<file path="config.mk">
export PLATFORM = sky130hd
export DESIGN_NAME = centroid_update_seq
export DESIGN_NICKNAME = d
export VERILOG_FILES = /design/src/rtl/centroid_update_seq.sv
export SDC_FILE = /design/constraint.sdc
export NUM_CORES = 1
export LEC_CHECK = 0
export ABC_AREA = 1
export ABC_CLOCK_PERIOD_IN_PS = 1400
export CAP_MARGIN = 20
export CELL_PAD_IN_SITES_DETAIL_PLACEMENT = 0
export CELL_PAD_IN_SITES_GLOBAL_PLACEMENT = 1
export CORE_AREA = 2 2 239 241
export DETAILED_ROUTE_END_ITERATION = 6
export DIE_AREA = 0 0 241 243
export GPL_ROUTABILITY_DRIVEN = 0
export GPL_TIMING_DRIVEN = 0
export PLACE_DENSITY = 0.71
export SLEW_MARGIN = 0
export SYNTH_ARGS = -nofsm -noshare
export SYNTH_HDL_FRONTEND = slang
export SYNTH_SLANG_ARGS = --single-unit
</file>
<file path="constraint.sdc">
create_clock -name clk -period 1.4 [get_ports clk]
set_input_delay 0.21 -clock clk [delete_from_list [all_inputs] [get_ports clk]]
set_output_delay 0.21 -clock clk [all_outputs]
set_load 0.05 [all_outputs]
</file>
<file path="src/rtl/centroid_update_seq.sv">
// k-means centroid-update sequencer: per slot read accumulator/count, divide, narrow, write centroid.
// Optional macro CENT_QUOT_SAT_EN: saturate lane quotients instead of wrapping to cordinate_width.
module centroid_update_seq #(
  parameter int centroid_num     = 8,
  parameter int addrWidth        = 8,
  parameter int accum_cord_width = 22,
  parameter int accum_width      = 7 * accum_cord_width,
  parameter int cordinate_width  = 13,
  parameter int dataWidth        = 7 * cordinate_width,
  parameter int count_width      = 10
) (
  input  logic                    clk,
  input  logic                    rst_n,
  input  logic                    start,
  output logic                    acc_rd_en,
  output logic [addrWidth-1:0]    acc_rd_addr,
  input  logic [accum_width-1:0]  acc_rd_data,
  input  logic [count_width-1:0]  cnt_rd_data,
  output logic [accum_width-1:0]  div_accum,
  output logic [count_width-1:0]  div_counter,
  input  logic [accum_width-1:0]  div_quot,
  input  logic                    div_by_zero,
  output logic                    cent_wr_en,
  output logic [addrWidth-1:0]    cent_wr_addr,
  output logic [dataWidth-1:0]    cent_wr_data,
  output logic                    busy,
  output logic                    done,
  output logic [centroid_num-1:0] empty_mask
);

  localparam int LANES = 7;
  localparam logic [addrWidth-1:0] LAST_SLOT = addrWidth'(centroid_num - 1);

  typedef enum logic [2:0] {
    S_IDLE,
    S_RD,
    S_CAP,
    S_DIV,
    S_WR,
    S_DONE
  } state_t;

  state_t                 state;
  state_t                 state_nxt;
  logic [addrWidth-1:0]   slot;
  logic                   skip;
  logic                   done_q;
  logic [dataWidth-1:0]   quot_narrow;

`ifdef CENT_QUOT_SAT_EN
  localparam logic signed [accum_cord_width-1:0] QMAX =
    accum_cord_width'((2 ** (cordinate_width - 1)) - 1);
  localparam logic signed [accum_cord_width-1:0] QMIN =
    accum_cord_width'(-(2 ** (cordinate_width - 1)));

  function automatic logic [cordinate_width-1:0] narrow(
    input logic signed [accum_cord_width-1:0] q
  );
    if (q > QMAX)      return QMAX[cordinate_width-1:0];
    else if (q < QMIN) return QMIN[cordinate_width-1:0];
    else               return q[cordinate_width-1:0];
  endfunction
`else
  // Wrap-around: keep only the low coordinate bits of each quotient.
  function automatic logic [cordinate_width-1:0] narrow(
    input logic signed [accum_cord_width-1:0] q
  );
    return q[cordinate_width-1:0];
  endfunction
`endif

  always_comb begin
    // NOTE: every signal written in a combinational block gets a default first, otherwise a latch is inferred.
    quot_narrow = '0;
    for (int i = 0; i < LANES; i++) begin
      quot_narrow[i*cordinate_width +: cordinate_width] =
        narrow(div_quot[i*accum_cord_width +: accum_cord_width]);
    end
  end

  // NOTE: all state uses non-blocking assignments so every register samples pre-edge values.
  always_ff @(posedge clk or negedge rst_n) begin
    if (!rst_n) begin
      state <= S_IDLE;
    end else begin
      state <= state_nxt;
    end
  end

  always_comb begin
    state_nxt = state;
    case (state)
      S_IDLE:  if (start) state_nxt = S_RD;
      S_RD:    state_nxt = S_CAP;
      S_CAP:   state_nxt = S_DIV;
      S_DIV:   state_nxt = S_WR;
      S_WR:    state_nxt = (slot == LAST_SLOT) ? S_DONE : S_RD;
      S_DONE:  state_nxt = S_IDLE;
      default: state_nxt = S_IDLE;
    endcase
  end

  // Datapath registers; the divider sits combinationally between div_* and div_quot.
  always_ff @(posedge clk or negedge rst_n) begin
    if (!rst_n) begin
      slot         <= '0;
      skip         <= 1'b0;
      done_q       <= 1'b0;
      div_accum    <= '0;
      div_counter  <= '0;
      cent_wr_data <= '0;
      empty_mask   <= '0;
    end else begin
      done_q <= (state == S_DONE);
      case (state)
        S_IDLE: begin
          if (start) begin
            slot       <= '0;
            empty_mask <= '0;
          end
        end
        S_CAP: begin
          div_accum   <= acc_rd_data;
          div_counter <= cnt_rd_data;
        end
        S_DIV: begin
          cent_wr_data <= quot_narrow;
          skip         <= div_by_zero;
        end
        S_WR: begin
          for (int i = 0; i < centroid_num; i++) begin
            if (skip && (slot == addrWidth'(i))) empty_mask[i] <= 1'b1;
          end
          if (slot != LAST_SLOT) slot <= slot + addrWidth'(1);
        end
        default: ;
      endcase
    end
  end

  always_comb begin
    acc_rd_en    = 1'b0;
    acc_rd_addr  = '0;
    cent_wr_en   = 1'b0;
    cent_wr_addr = '0;
    case (state)
      S_RD: begin
        acc_rd_en   = 1'b1;
        acc_rd_addr = slot;
      end
      S_WR: begin
        // Empty slots keep their old centroid.
        if (!skip) begin
          cent_wr_en   = 1'b1;
          cent_wr_addr = slot;
        end
      end
      default: ;
    endcase
  end

  assign busy = (state != S_IDLE);
  assign done = done_q;

endmodule

</file>
==> run summary, run 1 <==
synth warn: 0
Root Driver: clkbuf_16
Crit Path Max Fanout: 8
max_slew headroom: 57.63%
fin area: 18480 um^2
CTS Sinks: 276
IO Pins: 605
Layout Cells excl Fill: 2075
startpoint types: flip-flop
Seq cells post-synth: 276
DR DRC count: 0
PnR worst setup slack: -690.6 ps
Crit. End Element: output pin
vias in the first global route: 8694
final core occ: 33.03%
drt initial violations: 172
Clock Pin Slew Worst Setup and Hold Paths: 50 ps
HPWL after detailed placement: 27120 um
Final Hold Vio Count: 0
Max Buffers Root-to-Sink: 3
P per Cell Area: 3045 nW/um^2
count of pins over their slew limit: 0
critical path's largest stage delay: 440 ps
Psw: 0.02648 W
HP Class: in2async
mapped cell area: 11520 um^2
antenna violations before repair: 2
Starting Density: 20.58%
Fillers: 5637
Top Metal Used: met5
Switching Share: 47.05%
CTS Buf Count: 36
post-placement cell area: 18100 um^2
dpl cells: 2002
clk_skew: 16.23 ps
Area Growth Syn to Fin: 60.48%
max-cap violations: 0
crit path from: state[0]
Vias: 7923
outcome: complete, but fails checks
routed wl met3: 3706 um
total power: 0.05627 W
most frequent cell on the critical path: nor2_4
setup violators final: 288
die area: 58560 um^2
wire length per cell: 17.60 um
worst r2r src: state[2]
final wirelength: 36520 um
net count after synthesis: 1029
post-DR vias/cell: 3.818
combinational power share: 58.7%
Port Buffer Count: 541
maximum VDD drop: 0.001807 V
FMAX: 478.3 MHz
layout cell share with drive strength beyond 1: 50.57%
post-route clock period utilization: 149.3%
Die W: 241 um
Cell variety after synth: 17
Die Span Y: 243 um
setup TNS: -63610 ps
slowest CP cell: dfrtp_2
row count: 87
WP data required: 1190 ps
Mapped Cells: 703
DR pass1 iterations: 6
sequential-to-total area share from yosys stat: 59.97%
Final min period: 2091 ps
gr ovfl total: 0
clk_lat worst skew: 530 ps
worst slew pin tran: 635.6 ps
RSZ-0062 raised after global routing: true
violated checks: negative setup slack
pin count of the biggest net entering global routing: 114
Worst Path Arrival: 1880 ps
Mapped Avg Cell Area: 16.38 um^2
Core ar.: 55950 um^2
first-pass GRT wire length: 53880 um
Final nets: 1624
CTS H-tree lvls: 2
Routed Antenna Nets: 0
DR WL met2: 17800 um
crit path kind: reg2out
Clock power frac: 15.6%
buffers and inverters on the worst path: 3
wl on met1: 14150 um
GRT Total Usage: 11.94%
cells along the critical path: nor2_4 > nand2_4 > nor2_4 > clkinvlp_4 > buf_12 > nor2_4 > buf_8
ant diodes: 0
standby leakage power: 8.876 nW
critical path's top delay family: simple AND/OR/NAND/NOR gates
TritonCTS clock tree: built
sequential share of power: 25.7%
Pint: 0.02979 W
-- through the flow --
step | hold slack [ps] | setup slack, ps
2_1_floorplan | -85.59 | -576.3
5_1_grt | 221.5 | -801.0
3_3_place_gp | 471.7 | -13370
4_1_cts | 192.7 | -728.3
3_5_place_dp | 172.9 | -1061
6_report | 216.7 | -690.6
-- cell usage after synthesis --
master / count / area share, %
mux2_2: 38 / 3.7
dfrtp_1: 276 / 60
nand2_1: 41 / 1.3
nand3_1: 19 / 0.83
o21ai_0: 6 / 0.26
ha_1: 4 / 0.43
buf_6: 22 / 2.2
nor3_1: 2 / 0.087
nand4_1: 1 / 0.054
buf_2: 4 / 0.17
xor2_1: 1 / 0.076
buf_4: 3 / 0.20
clkinv_1: 1 / 0.033
a21oi_1: 7 / 0.30
mux2_4: 218 / 28
inv_1: 30 / 0.98
nor2_1: 30 / 0.98
-- placed cells by master, fill, tap and decap left out, drive strengths merged --
cell type / instances
clkbuf: 54
clkdlybuf4s50: 257
dfrtp: 276
dlygate4sd3: 1
nand3: 19
nand2: 41
a21oi: 7
clkinv: 6
nor2: 30
clkinvlp: 1
bufinv: 1
ha: 4
mux2: 256
xor2: 1
nand4: 1
inv: 29
o21ai: 6
buf: 323
nor3: 2
clkdlybuf4s15: 4
-- flip-flops by register name, summed over array words and instances, names as in the netlist --
| name | count |
|---|---|
| div_counter | 10 |
| cent_wr_data | 91 |
| skip | 1 |
| done | 1 |
| slot | 8 |
| empty_mask | 8 |
| div_accum | 154 |
| state | 3 |
-- layout make-up --
class / count / area (um^2) / area share, %
flip-flops and latches: 276 / 6912 / 37.40
plain buffers: 29 / 344.1 / 1.862
repair buffers: 556 / 4643 / 25.12
repair inverters: 1 / 16.27 / 0.08801
clock inverters: 5 / 53.80 / 0.2911
clock buffers: 54 / 1050 / 5.680
well taps: 756 / 945.9 / 5.118
multi-input cells: 367 / 4392 / 23.76
inverters: 31 / 125.1 / 0.6770
-- worst reg2reg max path: stages (launching register included) --
cell and delay (ps):
dfrtp_2 460, nor2_1 250, nand2_4 130, buf_4 230, buf_8 190, mux2_4 320
-- cell families after synthesis --
| logic type | count (synthesis) | synth area share, % |
|---|---|---|
| AO/OA/AOI/OAI | 13 | 0.5650 |
| XOR/XNOR | 1 | 0.07607 |
| adder cells (fa/ha/maj) | 4 | 0.4346 |
| buffers and inverters | 60 | 3.531 |
| flip-flops | 276 | 59.97 |
| multiplexers | 256 | 32.14 |
| AND/OR/NAND/NOR | 93 | 3.281 |
-- what timing repair did --
| action | 4_1_cts | 5_1_grt |
|---|---|---|
| setup buffers | 8 | 5 |
| cloned | 1 | 0 |
| setup endpoints to repair | 556 | 368 |
| hold endpoints to repair | 51 | 0 |
| gates resized for setup | 1581 | 15 |
| pin swaps | 4 | 2 |
| hold buffers | 1 | 0 |
-- path summary, 6_finish.rpt --
| path | to | slack [ps] | cells after the start |
|---|---|---|---|
| max | cent_wr_addr[3] | -690 | 7 |
| min | div_counter[8] | 220 | 2 |
| max reg2reg | div_accum[63] | -290 | 5 |
| min reg2reg | div_accum[71] | 500 | 1 |
| max in group asynchronous | state[2] | 170 | 3 |
| min in group clk | cent_wr_data[3] | 290 | 2 |
-- power by group through the flow --
stage / registers [W] / clock network, W / logic, W
4_1_cts: 0.0145 / 0.00912 / 0.0332
5_1_grt: 0.0150 / 0.00946 / 0.0344
3_5_place_dp: 0.0145 / 0 / 0.0354
3_3_place_gp: 0.0144 / 0 / 0.0352
2_1_floorplan: 0.0278 / 0 / 0.0106
6_report: 0.0145 / 0.00878 / 0.0330
-- per-layer routing --
metal | up-vias | GRT usage [%]
met4 | 2 | 3.540
met5 | - | 0
li1 | 3587 | -
met2 | 372 | 20.38
met3 | 62 | 4.549
met1 | 3900 | 13.77
Note: power is estimated with default switching activity, not from simulation.
==> run 2, diff against run 1 <==
CELL_PAD_IN_SITES_DETAIL_PLACEMENT = default   (was 0)
CELL_PAD_IN_SITES_GLOBAL_PLACEMENT = default   (was 1)
CORE_AREA = 2 2 233 235   (was 2 2 239 241)
DIE_AREA = 0 0 235 237   (was 0 0 241 243)
PLACE_DENSITY = 0.62   (was 0.71)
==> run 2 against run 1 <==
The flow still finishes with violations (negative setup slack); sequential share of layout area is 0.28 points higher; worst setup slack improved by 17 ps; fmax increased by 0.84%; die area is 4.9% lower; combinational power barely moved; power fell by 0.76%; critical path depth is the same; non-clock buffer count increased by 3; worst hold slack better by 29 ps; via count shrank 0.74%; critical endpoint is now cent_wr_addr[7].
==> run summary, run 2 (same netlist as run 1, synthesis figures left out) <==
total power: 0.05585 W
standby leakage power: 8.867 nW
sequential share of power: 25.6%
Die W: 235 um
vias in the first global route: 8799
post-DR vias/cell: 3.899
FF+latch area: 6908 um^2
antenna violations before repair: 2
commonest non-fill, non-tap cell in the layout: dfrtp_1
startpoint types: flip-flop
Port Buffer Count: 541
gr ovfl total: 0
Root Driver: clkbuf_16
Switching Share: 47.24%
Crit. End Element: output pin
Worst Path Arrival: 1860 ps
critical path's largest stage delay: 440 ps
Largest Register: div_accum
TritonCTS clock tree: built
Final nets: 1625
DR pass1 iterations: 4
final wirelength: 36220 um
Vias: 7864
hold_ws: 246.2 ps
post-route clock period utilization: 148.1%
DR DRC count: 0
die area: 55700 um^2
worst slew pin tran: 639.9 ps
dpl cells: 1942
area occupied by multi-input gates: 4384 um^2
Area Growth Syn to Fin: 59.19%
slowest CP cell: dfrtp_2
Psw: 0.02638 W
cells along the critical path: nor2_4 > nand2_2 > nor2_4 > clkinvlp_4 > buf_12 > nor2_4 > buf_8
violated checks: negative setup slack
Max Buffers Root-to-Sink: 3
PnR worst setup slack: -673.2 ps
HPWL after detailed placement: 27080 um
max reg flops: 154
most frequent cells in the layout: dfrtp_1 (275), clkdlybuf4s50_1 (257), mux2_4 (218)
clk_lat worst skew: 520 ps
outcome: complete, but fails checks
layout cell share with drive strength beyond 1: 50.23%
post-placement cell area: 18020 um^2
Core ar.: 53280 um^2
combinational power share: 59.3%
count of pins over their slew limit: 0
biggest registers after layout: div_accum: 154 flops, cent_wr_data: 91 flops, div_counter: 10 flops
crit path kind: reg2out
P per Cell Area: 3046 nW/um^2
maximum VDD drop: 0.001499 V
first-pass GRT wire length: 55580 um
pin count of the biggest net entering global routing: 109
Final Hold Vio Count: 0
most frequent cell on the critical path: nor2_4
GRT Total Usage: 12.81%
Fillers: 5244
HP Class: in2async
RSZ-0062 raised after global routing: true
critical path's top delay family: buffers and inverters
CTS Sinks: 276
drt initial violations: 258
buffers and inverters on the worst path: 3
CTS Buf Count: 34
FMAX: 482.3 MHz
Layout Cells excl Fill: 2017
max_slew headroom: 57.34%
Clock Pin Slew Worst Setup and Hold Paths: 60 ps
clk_skew: 14.84 ps
fin area: 18330 um^2
wire length per cell: 17.96 um
Pint: 0.02946 W
CTS H-tree lvls: 2
max-cap violations: 0
Routed Antenna Nets: 0
Final min period: 2073 ps
IO Pins: 605
Die Span Y: 237 um
Starting Density: 21.61%
setup violators final: 292
Clock power frac: 15.1%
WP data required: 1190 ps
Crit Path Max Fanout: 7
row count: 85
-- run 2: cell types whose count changed in the layout (fill, tap and decap cells not counted), sizes merged --
cell	delta
diode	+1
buf	+7
clkbuf	-2
clkinv	-1
inv	+1
clkdlybuf4s15	-4
-- run 2: final timing paths --
| check | start | endpoint | slack, ps | depth (start not counted) |
|---|---|---|---|---|
| max in group asynchronous | rst_n | div_accum[73] | 140 | 3 |
| min in group clk | div_quot[11] | cent_wr_data[11] | 300 | 2 |
| hold / removal | rst_n | cent_wr_data[63] | 250 | 2 |
| setup reg to reg | state[1] | slot[2] | -360 | 10 |
| setup / recovery | state[1] | cent_wr_addr[7] | -670 | 7 |
| hold reg to reg | cent_wr_data[3] | cent_wr_data[3] | 500 | 1 |
-- run 2: worst register-to-register path, cell delays in order (launching register included) --
cell and delay, ps:
dfrtp_2 440, nor2_4 130, buf_4 120, buf_6 80, buf_6 80, buf_6 90
o21ai_0 200, inv_2 200, nand2_2 160, nand2_1 100, nand2_1 50
-- run 2: layout make-up --
type	count	share of cell area (%)
clock buffer	52	5.508
sequential	276	37.68
inverter	31	0.7234
antenna	1	0.01365
timing repair buffer	559	24.90
multi-input combinational	367	23.91
tap	696	4.750
clock inverter	5	0.2935
buffer	29	2.129
timing repair inverter	1	0.08873
-- run 2: power by group through the flow --
| stage | Clock (W) | Combinational [W] | Sequential, W |
|---|---|---|---|
| after floorplan | 0 | 0.0106 | 0.0278 |
| after global placement | 0 | 0.0353 | 0.0144 |
| after detailed placement | 0 | 0.0355 | 0.0145 |
| after CTS | 0.00876 | 0.0333 | 0.0143 |
| after global routing | 0.00910 | 0.0344 | 0.0148 |
| final | 0.00842 | 0.0331 | 0.0143 |
-- run 2: stage by stage --
| stage | util (%) | setup TNS, ps | setup slack (ps) |
|---|---|---|---|
| floorplan | - | -8622 | -576.3 |
| global placement | 33.71 | -3463290 | -13260 |
| finish | 34.41 | -81050 | -673.2 |
| global route | 34.40 | -110290 | -760.3 |
| CTS | 34.21 | -92210 | -703.0 |
| detailed placement | 33.83 | -104540 | -1090 |
-- run 2: routing by layer --
| layer | up-vias | global-route usage (%) | wire length (um) |
|---|---|---|---|
| met1 | 3911 | 15.31 | 14530 |
| met3 | 56 | 3.789 | 2489 |
| met2 | 296 | 22.01 | 18300 |
| li1 | 3599 | - | - |
| met5 | - | 0 | 13 |
| met4 | 2 | 4.200 | 896 |
-- run 2: what timing repair did --
action / in CTS / in global routing
cloned: 1 / 0
resized for setup: 1551 / 18
setup endpoints to repair: 556 / 392
pin swaps: 4 / 2
hold endpoints to repair: 64 / 0
hold buffers: 1 / 0
setup buffers: 12 / 3
==> run 3, diff against run 2 <==
SKIP_LAST_GASP = 1   (was default)
==> run 3 against run 2 <==
The flow still finishes with violations (negative setup slack); sequential share of layout area decreased by 0.31 points; worst setup slack lost 4.0 ps; power is 0.80% higher; clock skew increased by 0.84 ps; die area is the same; sequential power hardly changed; fmax fell by 0.19%; sequential cell count stayed put; first-iteration DRC count shrank 2.3%; via count increased by 0.45%; core utilization up 0.29 points; routed wire length grew 1.5%.
==> run summary, run 3 (same netlist as run 1, synthesis figures left out) <==
row count: 85
gr ovfl total: 0
pin count of the biggest net entering global routing: 109
wire length per cell: 18.17 um
combinational power share: 59.6%
HPWL after detailed placement: 27080 um
Die W: 235 um
Max Buffers Root-to-Sink: 3
final core occ: 34.69%
Fillers: 5217
final wirelength: 36770 um
PnR worst setup slack: -677.2 ps
post-DR vias/cell: 3.903
commonest non-fill, non-tap cell in the layout: dfrtp_1
Post-Place Setup Slack: -1090 ps
setup violators final: 293
Largest Register: div_accum
Routed Antenna Nets: 0
max reg flops: 154
standby leakage power: 8.955 nW
FF+latch area: 6908 um^2
DR pass1 iterations: 4
Psw: 0.02651 W
vias in the first global route: 8795
Layout Cells excl Fill: 2024
Final min period: 2077 ps
clk_skew: 15.69 ps
IO Pins: 605
post-route clock period utilization: 148.4%
DR DRC count: 0
WP data required: 1190 ps
Core ar.: 53280 um^2
die area: 55700 um^2
sequential share of power: 25.4%
max_slew headroom: 56.88%
CTS H-tree lvls: 2
P per Cell Area: 3045 nW/um^2
RSZ-0062 raised after global routing: true
startpoint types: flip-flop
Area Growth Syn to Fin: 60.52%
dpl cells: 1942
Switching Share: 47.10%
Crit Path Max Fanout: 7
FMAX: 481.4 MHz
Crit. End Element: output pin
layout cell share with drive strength beyond 1: 50.49%
CTS Buf Count: 34
outcome: complete, but fails checks
max-cap violations: 0
count of pins over their slew limit: 0
CTS Sinks: 276
fin area: 18490 um^2
Clock power frac: 15.0%
hold_ws: 250.4 ps
Worst Path Arrival: 1870 ps
Final Hold Vio Count: 0
antenna violations before repair: 2
worst slew pin tran: 646.9 ps
Starting Density: 21.61%
TritonCTS clock tree: built
first-pass GRT wire length: 55580 um
post-placement cell area: 18020 um^2
drt initial violations: 252
Pint: 0.02978 W
GRT Total Usage: 12.82%
biggest registers after layout: div_accum: 154 flops, cent_wr_data: 91 flops, div_counter: 10 flops
area occupied by multi-input gates: 4384 um^2
Vias: 7899
Clock Pin Slew Worst Setup and Hold Paths: 60 ps
crit path kind: reg2out
maximum VDD drop: 0.001497 V
Port Buffer Count: 541
clk_lat worst skew: 520 ps
most frequent cells in the layout: dfrtp_1 (275), clkdlybuf4s50_1 (257), mux2_4 (218)
Die Span Y: 237 um
Final nets: 1632
HP Class: in2async
Root Driver: clkbuf_16
violated checks: negative setup slack
-- run 3: cell types whose count changed in the layout (fill, tap and decap cells not counted), sizes merged --
cell	previous run	this run
clkbuf	52	59
-- run 3: final cells by class --
class,count,share of cell area [%]
Antenna cell,1,0.01354
Buffer,29,2.051
Clock buffer,52,5.462
Clock inverter,5,0.2911
Inverter,31,0.7175
Multi-Input combinational cell,367,23.72
Sequential cell,276,37.37
Tap cell,696,4.711
Timing Repair Buffer,566,25.58
Timing Repair inverter,1,0.08799
-- run 3: layer usage --
layer  part of all wire [%]  track usage (%)  wire length, um  vias up
met1                     40            15.32            14810     3924
met2                     50            22.01            18560      296
met3                    6.7            3.789             2481       56
met5                  0.035                0               13        -
met4                    2.5            4.200              901        2
li1                       -                -                -     3621
-- run 3: through the flow --
| step | total power [W] | setup TNS (ps) |
|---|---|---|
| 3_3_place_gp | 0.04964 | -3463290 |
| 3_5_place_dp | 0.04992 | -104540 |
| 6_report | 0.05629 | -87180 |
| 5_1_grt | 0.05880 | -117820 |
| 2_1_floorplan | 0.03842 | -8622 |
| 4_1_cts | 0.05620 | -101150 |
-- run 3: critical path: stages, from the launching register on --
cell	delay, ps
dfrtp_2	440
nor2_4	130
nand2_2	80
nor2_4	140
clkinvlp_4	140
buf_12	170
nor2_4	90
buf_8	150
-- run 3: repair_timing --
item / 4_1_cts / 5_1_grt
gates cloned: 1 / 7
endpoints found under the hold margin: 64 / 0
hold buffers: 1 / 0
resized for setup: 1537 / 25
setup buffers: 12 / 3
endpoints found under the setup margin: 556 / 392
pin swaps: 4 / 2
-- run 3: power by group through the flow --
stage | Combinational (W) | Clock, W | Sequential, W
after floorplan | 0.0106 | 0 | 0.0278
after global placement | 0.0353 | 0 | 0.0144
after detailed placement | 0.0355 | 0 | 0.0145
after CTS | 0.0331 | 0.00876 | 0.0143
after global routing | 0.0349 | 0.00910 | 0.0148
final | 0.0335 | 0.00843 | 0.0143
-- run 3: worst paths after layout --
| kind | start | endpoint | slack [ps] | cells after the start |
|---|---|---|---|---|
| max reg2reg | state[0] | div_accum[61] | -390 | 6 |
| max in group asynchronous | rst_n | div_accum[73] | 130 | 3 |
| min in group clk | div_quot[11] | cent_wr_data[11] | 300 | 2 |
| min reg2reg | cent_wr_data[3] | cent_wr_data[3] | 500 | 1 |
| min | rst_n | cent_wr_data[63] | 250 | 2 |
| max | state[1] | cent_wr_addr[7] | -680 | 7 |
